==> src/rtl/mem_prefetch_unit.sv <==
// Instruction prefetch FIFO with one outstanding fetch, plus an independent single-access data port.
// A fetch starts one cycle after a free slot is seen, a data access one cycle after its request; both hold the bus until ack.
module mem_prefetch_unit #(
    parameter int                   DATA_SIZE  = 32,
    parameter int                   FIFO_DEPTH = 4,
    parameter logic [DATA_SIZE-1:0] RESET_ADDR = '0
) (
    input  logic                 clock,
    input  logic                 reset,
    input  logic                 flush,
    input  logic [DATA_SIZE-1:0] flush_pc,
    input  logic                 inst_pop,
    output logic                 inst_valid,
    output logic [31:0]          inst,
    output logic [DATA_SIZE-1:0] inst_pc,
    input  logic                 rd_data_mem,
    input  logic                 wr_data_mem,
    output logic [DATA_SIZE-1:0] data_mem_dat,
    output logic                 data_done,
    output logic                 busy,
    output logic                 inst_mem_en,
    output logic [DATA_SIZE-1:0] inst_mem_addr,
    input  logic                 inst_mem_ack,
    input  logic [31:0]          inst_mem_rd_dat,
    output logic                 data_mem_en,
    output logic                 data_mem_we,
    input  logic                 data_mem_ack,
    input  logic [DATA_SIZE-1:0] data_mem_rd_dat
);

    localparam int PTR_W = $clog2(FIFO_DEPTH);
    localparam int CNT_W = PTR_W + 1;
    localparam logic [CNT_W-1:0] DEPTH_C = CNT_W'(FIFO_DEPTH);

    typedef enum logic [1:0] {FETCH_IDLE, FETCH_REQ, FETCH_DISCARD} fetch_state_e;
    typedef enum logic {DATA_IDLE, DATA_ACCESS} data_state_e;

    fetch_state_e         fstate_q, fstate_d;
    data_state_e          dstate_q, dstate_d;
    logic [DATA_SIZE-1:0] fetch_pc_q, fetch_pc_d;
    logic [DATA_SIZE-1:0] fetch_addr_q, fetch_addr_d;
    logic [CNT_W-1:0]     count_q, count_d;
    logic [PTR_W-1:0]     wr_ptr_q, wr_ptr_d;
    logic [PTR_W-1:0]     rd_ptr_q, rd_ptr_d;
    logic                 data_we_q, data_we_d;
    logic [DATA_SIZE-1:0] data_dat_q, data_dat_d;
    logic                 data_done_q, data_done_d;
    logic [DATA_SIZE-1:0] fifo_pc_q   [FIFO_DEPTH];
    logic [31:0]          fifo_inst_q [FIFO_DEPTH];

    logic push;
    logic pop;
    logic data_req;

    // A flush always wins: an acked word arriving with it is never written.
    assign push     = (fstate_q == FETCH_REQ) && inst_mem_ack && !flush;
    assign pop      = inst_pop && (count_q != '0) && !flush;
    assign data_req = rd_data_mem || wr_data_mem;

    // Fetch FSM
    always_ff @(posedge clock) begin
        if (reset) fstate_q <= FETCH_IDLE;
        else       fstate_q <= fstate_d;
    end

    // Only pops can happen while a fetch is in flight, so a free slot now is still free at ack.
    always_comb begin
        fstate_d = fstate_q;
        case (fstate_q)
            FETCH_IDLE:    if (!flush && ((count_q + CNT_W'(push)) < DEPTH_C)) fstate_d = FETCH_REQ;
            FETCH_REQ:     if (inst_mem_ack) fstate_d = FETCH_IDLE;
                           else if (flush)   fstate_d = FETCH_DISCARD;
            FETCH_DISCARD: if (inst_mem_ack) fstate_d = FETCH_IDLE;
            default:       fstate_d = FETCH_IDLE;
        endcase
    end

    always_comb begin
        inst_mem_en   = (fstate_q != FETCH_IDLE);
        inst_mem_addr = fetch_addr_q;
        inst_valid    = (count_q != '0);
        inst          = '0;
        inst_pc       = '0;
        if (inst_valid) begin
            inst    = fifo_inst_q[rd_ptr_q];
            inst_pc = fifo_pc_q[rd_ptr_q];
        end
    end

    // Data FSM
    always_ff @(posedge clock) begin
        if (reset) dstate_q <= DATA_IDLE;
        else       dstate_q <= dstate_d;
    end

    always_comb begin
        dstate_d = dstate_q;
        case (dstate_q)
            DATA_IDLE:   if (data_req) dstate_d = DATA_ACCESS;
            DATA_ACCESS: if (data_mem_ack) dstate_d = DATA_IDLE;
            default:     dstate_d = DATA_IDLE;
        endcase
    end

    always_comb begin
        data_mem_en  = (dstate_q == DATA_ACCESS);
        busy         = (dstate_q == DATA_ACCESS);
        data_mem_we  = (dstate_q == DATA_ACCESS) && data_we_q;
        data_mem_dat = data_dat_q;
        data_done    = data_done_q;
    end

    // Datapath next-state
    always_comb begin
        fetch_pc_d   = fetch_pc_q;
        fetch_addr_d = fetch_addr_q;
        count_d      = count_q + CNT_W'(push) - CNT_W'(pop);
        wr_ptr_d     = wr_ptr_q + PTR_W'(push);
        rd_ptr_d     = rd_ptr_q + PTR_W'(pop);
        if (flush) begin
            fetch_pc_d = flush_pc;
            count_d    = '0;
            wr_ptr_d   = '0;
            rd_ptr_d   = '0;
        end else if (push) begin
            fetch_pc_d = fetch_pc_q + DATA_SIZE'(4);
        end
        // The bus address is latched at launch so it stays put through a discard.
        if ((fstate_q == FETCH_IDLE) && (fstate_d == FETCH_REQ)) fetch_addr_d = fetch_pc_q;

        data_we_d   = data_we_q;
        data_dat_d  = data_dat_q;
        data_done_d = 1'b0;
        if ((dstate_q == DATA_IDLE) && data_req) data_we_d = wr_data_mem;
        if ((dstate_q == DATA_ACCESS) && data_mem_ack) begin
            data_done_d = 1'b1;
            if (!data_we_q) data_dat_d = data_mem_rd_dat;
        end
    end

    always_ff @(posedge clock) begin
        if (reset) begin
            fetch_pc_q   <= RESET_ADDR;
            fetch_addr_q <= '0;
            count_q      <= '0;
            wr_ptr_q     <= '0;
            rd_ptr_q     <= '0;
            data_we_q    <= 1'b0;
            data_dat_q   <= '0;
            data_done_q  <= 1'b0;
        end else begin
            fetch_pc_q   <= fetch_pc_d;
            fetch_addr_q <= fetch_addr_d;
            count_q      <= count_d;
            wr_ptr_q     <= wr_ptr_d;
            rd_ptr_q     <= rd_ptr_d;
            data_we_q    <= data_we_d;
            data_dat_q   <= data_dat_d;
            data_done_q  <= data_done_d;
        end
    end

    always_ff @(posedge clock) begin
        if (push) begin
            fifo_pc_q[wr_ptr_q]   <= fetch_pc_q;
            fifo_inst_q[wr_ptr_q] <= inst_mem_rd_dat;
        end
    end

endmodule

==> config.mk <==
export PLATFORM = sky130hd
export DESIGN_NAME = mem_prefetch_unit
export DESIGN_NICKNAME = d
export VERILOG_FILES = /design/src/rtl/mem_prefetch_unit.sv
export SDC_FILE = /design/constraint.sdc
export NUM_CORES = 1
export LEC_CHECK = 0
export ABC_AREA = 1
export CORE_UTILIZATION = 40
export DETAILED_ROUTE_END_ITERATION = 8
export PLACE_DENSITY = 0.75
export SETUP_SLACK_MARGIN = 0.5
export SYNTH_ARGS = -nofsm -noshare
export SYNTH_HDL_FRONTEND = slang
export SYNTH_SLANG_ARGS = --single-unit
==> constraint.sdc <==
create_clock -name clock -period 8.55 [get_ports clock]
set_input_delay 1.71 -clock clock [delete_from_list [all_inputs] [get_ports clock]]
set_output_delay 1.71 -clock clock [all_outputs]
set_load 0.1 [all_outputs]
# ---- Yosys cells after proc, flatten, opt, wreduce, memory -nomap -nowiden
# Memories as Yosys holds them, arrays and structs flattened. A register that Yosys moved wholly into a read port is not among the register bits.
# Cells that the tools add are included.
dict set report word_totals {
  ff_bits 108
  latchBits 0
  ram_bits 256
  mem_bits_ro 0
  inputBits 104
  n_memories 2
}
dict set report op_classes {
  add_sub_neg 5
  mul 0
  n_div 0
  magnitude_cmp 1
  n_eq_ne 3
  n_shift 0
  mux 17
  n_bitwise 2
  n_reduce_logical 17
}
# name depth width read_ports rd_clocked_by_memory_dff write_ports line_no
set memory_table {}
lappend memory_table {fifo_inst_q 4 32 1 1 1 49} ;# logic [31:0] fifo_inst_q [FIFO_DEPTH];
lappend memory_table {fifo_pc_q 4 32 1 1 1 48} ;# logic [DATA_SIZE-1:0] fifo_pc_q [FIFO_DEPTH];
# operator n
set ops {}
lappend ops {{2-to-1 mux 32 bit} 4}
lappend ops {{adder 32 x 3 -> 32 bit (second input constant)} 1}
lappend ops {{2-to-1 mux 2 bit} 6}
lappend ops {{logical AND 1 bit} 9}
lappend ops {{one-hot mux 2 bit (3 select lines)} 1}
lappend ops {{2-to-1 mux 1 bit} 5}
lappend ops {{adder 2 x 1 -> 2 bit} 2}
lappend ops {{== test 2 x 1 -> 1 bit (second input constant)} 2}
lappend ops {{nonzero test 2 bit} 2}
lappend ops {{adder 3 x 1 -> 3 bit} 1}
lappend ops {{< comparator 3 bit (second input constant)} 1}
lappend ops {{nonzero test 3 bit} 1}
lappend ops {{subtractor 3 x 1 -> 3 bit} 1}
lappend ops {{== test 2 bit (second input constant)} 1}
lappend ops {{zero test 2 bit} 1}
lappend ops {{inverter 1 bit} 2}
lappend ops {{one-hot mux 1 bit (2 select lines)} 1}
lappend ops {{AND reduction 2 bit} 1}
lappend ops {{OR reduction 2 bit} 1}
lappend ops {{zero test 1 bit} 1}
lappend ops {{logical OR 1 bit} 1}

# ---- Logic depth before layout (Yosys ltp)
# Gate-level depths: netlist (run 1).
dict set report depth {
  ltp_word 10
  mapped_depth 12
  mapped_depth_nobuf 10
}

# ---- Worst setup path before layout (run 1)
# OpenSTA, ideal clock, no wires.
dict set report synth_timing {
  path_type {input to register}
  from {in inst_mem_ack}
  to {mem fifo_inst_q[0][0], enable pin}
  arrival_time_ps 6516
  slack_ps 1469
  cell_stages 4
  path_cell_list {nand3_1 nor2_4 inv_1 nor3_1}
}
dict set report synth_between {
  elab_chain_len 4
}
# item line_no
set synth_lines {}
lappend synth_lines {{start: declaration} 23} ;# input logic inst_mem_ack,
lappend synth_lines {{logical AND 1 bit (2 in series)} 56} ;# assign push = (fstate_q == FETCH_REQ) && inst_mem_ack && !flush;
lappend synth_lines {{2-to-1 mux 1 bit} 164} ;# if (push) begin
lappend synth_lines {{2-to-1 mux 1 bit (implied by the code)} 166} ;# fifo_inst_q[wr_ptr_q] <= inst_mem_rd_dat;
lappend synth_lines {{end: declaration} 49}
# No other way between the ends.

==> results of run 1 <==
## final cells by class
class / instances / area [um2] / area share [%]
antenna: 1 / 2.50 / 0.0134
clock buffer: 53 / 1060 / 5.65
clock inverter: 18 / 194 / 1.04
inverter: 57 / 214 / 1.14
multi-input combinational: 953 / 4340 / 23.2
sequential: 364 / 9850 / 52.6
tap: 461 / 577 / 3.08
timing repair buffer: 252 / 2480 / 13.3
## layout by cell type (no fill, tap or decap), drive strengths merged, types with 7 or more instances in the layout
cell	n
a21oi	102
a31oi	11
buf	15
clkbuf	53
clkdlybuf4s50	237
clkinv	11
dfxtp	108
edfxtp	256
ha	7
inv	60
nand2	130
nand3	26
nor2	432
nor3	7
o21ai	212
xor2	8
## worst min-delay path, delay by kind of cell, from the launching register on
kind / cells / cell delay, ns
AOI/OAI and AO/OA: 1 / 0.05
DFF: 1 / 0.33
and+or+nand+nor: 1 / 0.07
## kinds of logic after synthesis
kind of cell,count (synthesis),synth area share (%)
DFF,364,66.8
buffers and inverters,138,3.96
AOI/OAI and AO/OA,332,11.6
and+or+nand+nor,601,16.3
xor gates and xnor gates,13,0.772
adders and majority gates,7,0.594
## path summary, 6_finish.rpt
check	from	to
max reg2reg	fstate_q[1]	fifo_inst_q[1][20]
max	rd_ptr_q[0]	inst[29]
min	data_we_q	data_we_q
min reg2reg	data_we_q	data_we_q
## power groups by stage
stage          Combinational [uW]  Clock [uW]  Sequential [uW]
2_1_floorplan                 128           0             2160
3_3_place_gp                  434           0             2000
3_5_place_dp                  438           0             2000
4_1_cts                       440        1660             1970
5_1_grt                       463        1740             1970
6_report                      440        1630             1970
## state kept, by name (all words and copies together) (netlist names)
name / flops
busy: 1
count_q: 3
data_done: 1
data_mem_dat: 32
data_we_q: 1
fetch_pc_q: 32
fifo_inst_q: 128
fifo_pc_q: 128
fstate_q: 2
inst_mem_addr: 32
rd_ptr_q: 2
wr_ptr_q: 2
## routing by layer
layer | routed length (um) | vias to the layer above | track usage, %
met5 | 0 | - | 0
li1 | - | 5374 | -
met4 | 762 | 0 | 5.94
met1 | 16300 | 5255 | 26.2
met3 | 2840 | 55 | 4.30
met2 | 18100 | 415 | 33.8
## per-stage QoR
step                      utilization (%)  total power (uW)
after global placement               48.6              2440
after floorplan                         -              2290
final                                52.1              4040
after detailed placement             48.6              2440
after CTS                            52.1              4070
after global routing                 52.1              4170
==> impl_results.md, run 1 <==
* HP Class: register to register
* Worst hold path depth at 2
* Hold slack at 0.492 ns
* Post-synth EDFFs at 256
* Post-synth top cells: nor2_1, edfxtp_1, o21ai_0
* Worst Reg2Reg Path Length in Cells at 6
* CP max-delay cell: clkdlybuf4s50_1
* Maxcap violations at 0
* Arr. time, crit path at 4.00 ns
* Synth warn at 0
* CP Buf/Inv Count at 3
* Setup slack, reg-to-reg at 5.63 ns
* Cell taking the most area after synthesis: edfxtp_1
* DIE WIDTH at 194 um
* IO Pins at 238
* Synth Flop Type: edfxtp_1
* Worst path max stage delay at 1.20 ns
* Routed WL at 37900 um
* Global-route wire length before repair at 59900 um
* Number of buffers created by CTS at 39
* Int Pwr at 2990 uW
* GRT Total Usage at 20.2%
* Fill count at 3104
* Crit share post-route at 66.8%
* Number of cells on the critical path at 5
* Synth async-reset ratio at 0%
* Top cells by area, synth: edfxtp_1, dfxtp_1, nor2_1
* Tmin final at 5.71 ns
* RD Place Congestion at 0.885
* CP required at 6.84 ns
* Distinct cell type count after synthesis at 36
* Area growth syn-to-layout at 27.0%
* CTS Hold Buffers Added at 0
* Top delay family on crit path: buffers and inverters
* Core Region at 0.0359 mm2
* Largest net degree at the start of global routing at 75
* Post-Syn Area at 0.0147 mm2
* Placed cell areas at 0.0175 mm2
* Post-DP HPWL at 23300 um
* TritonCTS clock tree: built
* Count leader, synth: nor2_1
* Final setup TNS at 0 ns
* CTS sink count at 364
* Post_cts resized at 0
* Final nets at 1778
* Dpl cells at 2087
* Finished Cell Area at 0.0187 mm2
* Top cell type's share of synthesized area at 52.1%
* Switching Share at 26.0%
* Die height at 194 um
* PD cells at 216 mW/mm2
* Achievable Freq at 175 MHz
* Clk pwr share at 40.4%
* H-Tree Depth at 2
* Grt ovf at 0
* Vias in the first global route at 11100
* Layout cells sized above 1 at 6.25%
* Vias per cell at 5.14
* Peak supply drop at 0.168 mV
* DR pass1 iterations at 5
* Mapped Cells at 1455
* Status: completed
* Critical path cell sequence: inv_2, buf_4, o21ai_0, a21oi_1, clkdlybuf4s50_1
* Psw at 1050 uW
* Synthesized Nets at 1566
* Vias at 11100
* Sequential-to-total area share from yosys stat at 66.8%
* Initial Util at 41.1%
* DR DRC count at 0
* Worst rel slew slack at 28.2%
* RSZ-0062 raised after global routing: no
* Clk_skew at 0.0160 ns
* CTS clk-pin slew, worst paths at 0.06 ns
* Root buffer cell: clkbuf_16
* Sequential Power Share at 48.7%
* Final setup fails at 0
* Worst Setup Path Type: register to output pin
* WL per Instance at 17.6 um
* Setup Fix Bufs, Post-CTS at 0
* IO Port Bufs at 237
* # rows at 69
* Layout Cells excl Fill at 2159
* 1st-iter DRT viols at 884
* Combinational power share at 10.9%
* Final Hold Fails at 0
* Die Footprint at 0.0376 mm2
* Worst-path maximum fanout at 70
* Setup ws final at 2.84 ns
* Mapped Avg Cell Area at 10.1 um2
* Initial antenna violation count at 1
* Slew Viols, Final at 0
* CP Capture Type: output pin
* Clk_lat worst skew at 0.55 ns
* Longest Clk Path Bufs at 3
* #FFs+latches synth at 364
* Worst Setup Start Kind: register
* Post-route antenna net violation count at 0
* Least-Margin Pin Slew at 1.07 ns
* P_leak at 0.00663 uW
* Dpl ws at 3.37 ns
(Power assumes the default switching activity.)
==> inputs of run 2 (changes only) <==
PLACE_DENSITY = 0.77   (was 0.75)
clock period = 5 ns   (was 8.55 ns; I/O delays follow)
==> impl_results.md, run 2 (same netlist as run 1, synthesis figures left out) <==
* Core Util, Final at 51.6% (was 52.1%)
* Area growth syn-to-layout at 25.8% (was 27.0%)
* Layout Cells excl Fill at 2154 (was 2159)
* Placed cell areas at 0.0174 mm2 (was 0.0175 mm2)
* Die height at 194 um (unchanged)
* CTS sink count at 364 (unchanged)
* 1st-iter DRT viols at 834 (was 884)
* RR Startpoint: fstate_q[0] (was fstate_q[1])
* CTS Hold Buffers Added at 0 (unchanged)
* Layout cells sized above 1 at 9.92% (was 6.25%)
* Global-route wire length before repair at 58800 um (was 59900 um)
* Worst rel slew slack at 32.5% (was 28.2%)
* IO Port Bufs at 237 (unchanged)
* Final nets at 1779 (was 1778)
* TritonCTS clock tree: built (unchanged)
* Maxcap violations at 0 (unchanged)
* Worst Setup Path Type: register to output pin (unchanged)
* Vias in the first global route at 11000 (was 11100)
* Achievable Freq at 247 MHz
* Clk_skew at 0.0117 ns (was 0.0160 ns)
* Longest Clk Path Bufs at 3 (unchanged)
* Setup Fix Bufs, Post-CTS at 0 (unchanged)
* Most common cell after layout, fill and taps aside: nor2_1 (unchanged)
* # rows at 69 (unchanged)
* Least-Margin Pin Slew at 1.01 ns (was 1.07 ns)
* Crit share post-route at 81.1%
* DIE WIDTH at 194 um (unchanged)
* CP Buf/Inv Count at 3 (unchanged)
* Dpl cells at 2088 (was 2087)
* Hold path startpoint: data_we_q (unchanged)
* IO Pins at 238 (unchanged)
* Die Footprint at 0.0376 mm2 (unchanged)
* Worst hold path depth at 2 (unchanged)
* Clk_lat worst skew at 0.53 ns (was 0.55 ns)
* RSZ-0062 raised after global routing: no (unchanged)
* H-Tree Depth at 2 (unchanged)
* Core Region at 0.0359 mm2 (unchanged)
* Worst Reg2Reg Path Length in Cells at 11 (was 6)
* Number of buffers created by CTS at 39 (unchanged)
* Top delay family on crit path: buffers and inverters (unchanged)
* Status: completed (unchanged)
* WL per Instance at 17.5 um (was 17.6 um)
* CTS clk-pin slew, worst paths at 0.06 ns (about the same)
* Root buffer cell: clkbuf_16 (unchanged)
* Final setup TNS at 0 ns (unchanged)
* Worst Setup Start Kind: register (unchanged)
* PD cells at 366 mW/mm2 (was 216 mW/mm2)
* Worst path max stage delay at 0.70 ns (was 1.20 ns)
* GRT Total Usage at 19.9% (was 20.2%)
* DR pass1 iterations at 5 (unchanged)
* Initial antenna violation count at 0 (was 1)
* DR DRC count at 0 (unchanged)
* Worst reg2reg path endpoint: inst_mem_addr[3] (was fifo_inst_q[1][20])
* Setup slack, reg-to-reg at 2.34 ns (was 5.63 ns)
* Hold slack at 0.502 ns (was 0.492 ns)
* Fill count at 3054 (was 3104)
* CP required at 4.00 ns (was 6.84 ns)
* Largest net degree at the start of global routing at 77 (was 75)
* Tmin final at 4.05 ns
* Post-DP HPWL at 23500 um (was 23300 um)
* Arr. time, crit path at 3.05 ns (was 4.00 ns)
* Worst-path maximum fanout at 60 (was 70)
* Number of diodes at 0 (was 1)
* Final Hold Fails at 0 (unchanged)
* CP Capture Type: output pin (unchanged)
* Routed WL at 37700 um (was 37900 um)
* RD Place Congestion at 0.870 (was 0.885)
* CP max-delay cell: inv_2 (was clkdlybuf4s50_1)
* Hold EP: data_we_q (unchanged)
* Most frequent CP cell: buf_4
* Initial Util at 41.1% (unchanged)
* Vias at 11200 (was 11100)
* Finished Cell Area at 0.0185 mm2 (was 0.0187 mm2)
* Post_cts resized at 0 (unchanged)
* Grt ovf at 0 (unchanged)
* Final setup fails at 0 (unchanged)
* Critical path cell sequence: inv_2, buf_4, o21ai_0, a21oi_1, buf_4 (was inv_2, buf_4, o21ai_0, a21oi_1, clkdlybuf4s50_1)
* Peak supply drop at 0.221 mV (was 0.168 mV)
* Post-route antenna net violation count at 0 (unchanged)
* Slew Viols, Final at 0 (unchanged)
* Largest regs: fifo_inst_q: 128 flops, fifo_pc_q: 128 flops (unchanged)
* HP Class: register to register (unchanged)
* Vias per cell at 5.19 (was 5.14)
* Most frequent cells in the layout: nor2_1, edfxtp_1, o21ai_0 (was nor2_1, edfxtp_1, clkdlybuf4s50_1)
* P_leak at 0.00674 uW (was 0.00663 uW)
-- run 2: cell type report --
type,count,area [um2],area share (%)
flip-flops and latches,364,9850,53.1
repair buffers,253,2380,12.8
well taps,461,577,3.11
clock inverters,16,128,0.688
multi-input cells,953,4340,23.4
clock buffers,50,1050,5.65
inverters,57,214,1.15
-- run 2: power by group --
group	switching [uW]	internal [uW]
clock network	1130	1540
registers	75.1	3300
logic	544	205
-- run 2: how the worst max path moves through the flow --
stage / endpoint / startpoint / cells past startpoint / slack, ns
floorplan: fifo_inst_q[0][0] / inst_mem_ack / 4 / -1.37
global placement: inst_mem_addr[18] / inst_mem_ack / 12 / 1.40
detailed placement: inst_mem_addr[19] / inst_mem_ack / 12 / 1.28
CTS: inst[13] / rd_ptr_q[0] / 5 / 0.91
global route: inst_pc[16] / rd_ptr_q[0] / 5 / 0.70
finish: inst_pc[16] / rd_ptr_q[0] / 5 / 0.95
-- run 2: routing by layer --
layer | vias to the layer above | wire length [um] | share of wire, % | GRT usage [%]
met3 | 69 | 3510 | 9.3 | 5.03
met2 | 508 | 17500 | 46 | 32.0
met1 | 5255 | 15500 | 41 | 25.7
li1 | 5357 | - | - | -
met4 | 0 | 1240 | 3.3 | 7.73
met5 | - | 0 | 0 | 0
-- run 2: tightest hold or removal path, cell delays in order, from the launching register on --
cell and delay, ns:
dfxtp_1 0.33, nand2_1 0.07, a21oi_1 0.05
-- run 2: through the flow --
stage | power, uW | setup slack [ns]
after floorplan | 3920 | -1.37
after global placement | 4170 | 1.40
after detailed placement | 4180 | 1.28
after CTS | 6840 | 0.914
after global routing | 6990 | 0.703
final | 6790 | 0.946
